--- src/rtl/serial_frame_tx.sv ---
// Purpose: frames a WIDTH-bit word as start bit, data bits, optional even parity on one serial line.
// Latency: start bit one cycle after accept, first data bit two cycles after accept.
// Backpressure: load_ready is high only in IDLE; load_valid is ignored while a frame is in flight.
module serial_frame_tx #(
    parameter int WIDTH     = 4,
    parameter int PARITY_EN = 1,
    parameter int LSB_FIRST = 1
) (
    input  logic             clk,
    input  logic             rst,
    input  logic [WIDTH-1:0] data_in,
    input  logic             load_valid,
    output logic             load_ready,
    output logic             serial_out,
    output logic             busy,
    output logic             done
);

    localparam int CW = $clog2(WIDTH + 1);
    localparam logic [CW-1:0] CNT_LAST    = CW'(WIDTH - 1);
    localparam logic [CW-1:0] CNT_PRELAST = CW'(WIDTH - 2);

    typedef enum logic [1:0] {
        IDLE   = 2'd0,
        START  = 2'd1,
        DATA   = 2'd2,
        PARITY = 2'd3
    } state_t;

    state_t           state;
    logic [WIDTH-1:0] shreg;
    logic [CW-1:0]    cnt;
    logic             parity_bit;

    logic             head_bit;
    logic [WIDTH-1:0] shreg_next;

    // Next bit to put on the line and the register after that bit is consumed
    always_comb begin
        head_bit   = 1'b0;
        shreg_next = '0;
        if (LSB_FIRST != 0) begin
            head_bit   = shreg[0];
            shreg_next = {1'b0, shreg[WIDTH-1:1]};
        end else begin
            head_bit   = shreg[WIDTH-1];
            shreg_next = {shreg[WIDTH-2:0], 1'b0};
        end
    end

    // Handshake status is a direct decode of the state
    always_comb begin
        load_ready = (state == IDLE);
        busy       = (state != IDLE);
    end

    // Frame sequencer; serial_out and done are registered alongside the state
    // so the line value always matches the state being entered.
    always_ff @(posedge clk) begin
        if (rst) begin
            state      <= IDLE;
            shreg      <= '0;
            cnt        <= '0;
            parity_bit <= 1'b0;
            serial_out <= 1'b0;
            done       <= 1'b0;
        end else begin
            case (state)
                IDLE: begin
                    serial_out <= 1'b0;
                    done       <= 1'b0;
                    if (load_valid) begin
                        state      <= START;
                        shreg      <= data_in;
                        parity_bit <= ^data_in;
                        cnt        <= '0;
                        serial_out <= 1'b1;
                    end
                end
                START: begin
                    // Leaving the start bit: first data bit goes out, counter stays at 0
                    state      <= DATA;
                    serial_out <= head_bit;
                    shreg      <= shreg_next;
                    done       <= 1'b0;
                end
                DATA: begin
                    if (cnt == CNT_LAST) begin
                        if (PARITY_EN != 0) begin
                            state      <= PARITY;
                            serial_out <= parity_bit;
                            done       <= 1'b1;
                        end else begin
                            state      <= IDLE;
                            serial_out <= 1'b0;
                            done       <= 1'b0;
                        end
                    end else begin
                        serial_out <= head_bit;
                        shreg      <= shreg_next;
                        cnt        <= cnt + 1'b1;
                        // Without parity the last data bit is the final bit of the frame
                        done       <= (PARITY_EN == 0) && (cnt == CNT_PRELAST);
                    end
                end
                PARITY: begin
                    state      <= IDLE;
                    serial_out <= 1'b0;
                    done       <= 1'b0;
                end
                default: begin
                    state      <= IDLE;
                    serial_out <= 1'b0;
                    done       <= 1'b0;
                end
            endcase
        end
    end

endmodule

--- config.mk ---
export PLATFORM = sky130hd
export DESIGN_NAME = serial_frame_tx
export DESIGN_NICKNAME = d
export VERILOG_FILES = /design/src/rtl/serial_frame_tx.sv
export SDC_FILE = /design/constraint.sdc
export NUM_CORES = 1
export LEC_CHECK = 0
export CORE_MARGIN = 4
export CORE_UTILIZATION = 40
export CTS_BUF_LIST = sky130_fd_sc_hd__clkbuf_4 sky130_fd_sc_hd__clkbuf_8
export CTS_CLUSTER_SIZE = 30
export DETAILED_ROUTE_END_ITERATION = 8
export DONT_BUFFER_PORTS = 1
export PLACE_DENSITY_LB_ADDON = 0.2
export SYNTH_ARGS = -nofsm -noshare
export SYNTH_HDL_FRONTEND = slang
export SYNTH_SLANG_ARGS = --single-unit
--- constraint.sdc ---
create_clock -name clk -period 1.8 [get_ports clk]
set_clock_uncertainty 0.2 [all_clocks]
set_input_delay 0.18 -clock clk [delete_from_list [all_inputs] [get_ports clk]]
set_output_delay 0.18 -clock clk [all_outputs]
set_load 0.005 [all_outputs]
==> results.txt <==
Data arrival, critical path: 1.60 ns
Yosys cell types: 28
Worst Tran Pin Value: 0.501 ns
register area share after synthesis: 32.5%
clock sink count: 12
Layout Nets: 98
FILL cells: 166
average size of a mapped cell: 9.46 sq um
Slew Viols, Final: 0
initial antenna violation count: 0
Setup Viol. Count Final: 0
Routed Antenna Nets: 0
Die H: 51.0 microns
final WL: 1540 microns
placed inst area: 743 sq um
number of max-cap violations: 0
DR iter-0 viols: 15
GP Congestion: 0.778
Pwr Density: 1610 nW/um^2
share of power burned in registers: 29.4%
Int Power: 827 uW
Leak: 0.317 nW
commonest non-fill, non-tap cell in the layout: dfxtp_1
Num CTS Buffers: 3
number of flops mapped to enable cells by yosys: 0
FF-to-FF End: cnt[1]
Reg2Reg Depth: 5
most used cell, CP: ha_1
Crit-path slowest cell: dfxtp_1
Crit Path Class: reg -> reg
crit-path max cell delay: 0.34 ns
number of I/O pins: 11
Reg clk slew, reported paths: 0.08 ns
Worst Setup EP: cnt[1]
Final min period: 1.65 ns
Syn Nets: 92
total gr overflow: 0
Worst setup EP type: flop
fmax: 606 MHz
top_reg_cell synth: dfxtp_1
first-pass GRT wire length: 2620 microns
peak fanout along the critical path: 8
Layout area overhead: 12.5%
most frequent cells in the layout: 12 x dfxtp_1, 7 x a21oi_1, 6 x inv_1
synthesized area: 738 sq um
Vias: 600
Reg-to-Reg Start: cnt[0]
H-tree levels: 1
Hold Vio Cnt, Final: 0
worst setup path startpoint: cnt[0]
Core Region: 1750 sq um
Vias per Instance: 5.56
yosys synthesis warning count: 0
Max transition margin: 66.5%
async set-reset flop share out of synthesis: 0%
IO buf count: 0
TritonCTS clock tree: yes
Final Instance Area: 831 sq um
row count: 15
Clk pwr share: 16.7%
DRC: 0
Total Neg Setup Slack: 0 ns
Die Area: 2600 sq um
Detailed Routing Iterations Pass 1: 2
required time of the worst setup path: 1.75 ns
Comb power frac: 53.8%
Wirelength per Cell: 14.3 microns
pin count of the biggest net entering global routing: 13
ANT cells: 0
worst path cell trace: ha_1, ha_1, and2_4, o31ai_1, a21oi_1
DP HPWL: 1070 microns
Seq cells post-synth: 12
GRT Overall Usage: 13.6%
Register Area: 240 sq um
hold crit path type: in -> reg
crit start category: flop
Switching Share: 38.4%
Switching Power: 515 uW
number of global-route vias before repair: 563
peak supply drop: 0.761 mV
unrepaired setup endpoints after global routing: no
layout cells sized above 1: 21.7%
die width: 51.0 microns
outcome: finished, final reports clean
Cells after Synth: 78
CTS root buffer: clkbuf_4
fin crit share: 91.7%
Clock Latency Late Sink: 0.28 ns
flop2flop setup slack: 0.15 ns
Bufs on Longest Clock Path: 2
Initial Util: 42.3%
footprint of the multi-input gates: 448 sq um
metal layers:
layer / share of wire [%] / routed length, microns / global-route usage [%] / vias to the layer above
li1: - / - / - / 296
met4: 1.4 / 21 / 4.04 / 0
met1: 49 / 749 / 17.7 / 283
met2: 43 / 658 / 20.0 / 17
met3: 7.3 / 113 / 6.12 / 4
met5: 0 / 0 / 0 / -
cells by family (layout without fill, tap and decap cells):
| group | Yosys count | count (layout) | share of synthesized area [%] |
|---|---|---|---|
| buffers and inverters | 11 | 16 | 9.66 |
| multiplexers | 3 | 3 | 4.58 |
| AND/OR/NAND/NOR | 23 | 23 | 20.0 |
| adder cells (fa/ha/maj) | 7 | 7 | 11.9 |
| AO/OA/AOI/OAI | 19 | 19 | 17.8 |
| XOR/XNOR | 3 | 3 | 3.56 |
| flip-flops | 12 | 12 | 32.5 |
power by group through the flow:
stage / clock network (mW) / registers [mW] / logic, mW
floorplan: 0 / 0.398 / 0.546
global placement: 0 / 0.398 / 0.644
detailed placement: 0 / 0.399 / 0.641
CTS: 0.235 / 0.394 / 0.653
global route: 0.242 / 0.408 / 0.807
finish: 0.225 / 0.395 / 0.722
cell usage after synthesis (all sizes together), types with 2 or more instances:
library cell	number	area share, %
a21oi	8	5.9
a31oi	3	2.5
buf	4	6.1
dfxtp	12	33
ha	7	12
inv	6	3.1
mux2	3	4.6
nand2b	2	1.7
nand4	2	1.7
nand4b	2	2.4
nor2b	3	3.6
nor3	5	3.4
nor4	4	3.4
o21ai	2	1.4
o31ai	4	4.7
xnor2	3	3.6
stage by stage:
| step | hold slack, ns | utilization (%) | power (mW) | setup slack [ns] | cells |
|---|---|---|---|---|---|
| 2_1_floorplan | 0.0462 | - | 0.944 | 0.145 | 78 |
| 3_3_place_gp | 0.0483 | 42.6 | 1.04 | 0.139 | 101 |
| 3_5_place_dp | 0.0490 | 42.6 | 1.04 | 0.130 | 101 |
| 4_1_cts | 0.0128 | 46.4 | 1.28 | 0.0871 | 108 |
| 5_1_grt | 0.0538 | 47.6 | 1.46 | 0.0474 | 108 |
| 6_report | 0.0136 | 47.6 | 1.34 | 0.149 | 108 |
state kept, by name, indices dropped and copies added, names as in the netlist:
signal / flops
cnt: 3
state: 2
done: 1
serial_out: 1
shreg: 4
parity_bit: 1
layout make-up:
cell class,instances,area share [%]
Tap cell,25,3.77
Inverter,6,2.71
Multi-Input combinational cell,55,53.9
Timing Repair Buffer,6,6.33
Clock buffer,4,4.37
Sequential cell,12,28.9
worst min path at each step:
| stage | start | end | slack (ns) | depth (start not counted) |
|---|---|---|---|---|
| 4_1_cts | data_in[2] | shreg[2] | 0.01 | 3 |
| 2_1_floorplan | rst | serial_out | 0.05 | 1 |
| 3_3_place_gp | rst | serial_out | 0.05 | 1 |
| 6_report | data_in[2] | shreg[2] | 0.01 | 3 |
| 5_1_grt | data_in[2] | shreg[2] | 0.05 | 3 |
| 3_5_place_dp | rst | serial_out | 0.05 | 1 |
timing repair:
item,in CTS,in global routing
setup buffers,0,0
hold endpoints to repair,12,0
resized for setup,0,4
endpoints found under the setup margin,0,3
hold buffers,3,0
critical path: cells and delay by family (launching register included):
| family | cells | cell delay [ns] |
|---|---|---|
| compound gates | 2 | 0.32 |
| flops | 1 | 0.34 |
| simple gates | 1 | 0.22 |
| fa+ha+maj | 2 | 0.44 |
Power figures use the tool's default switching activity.
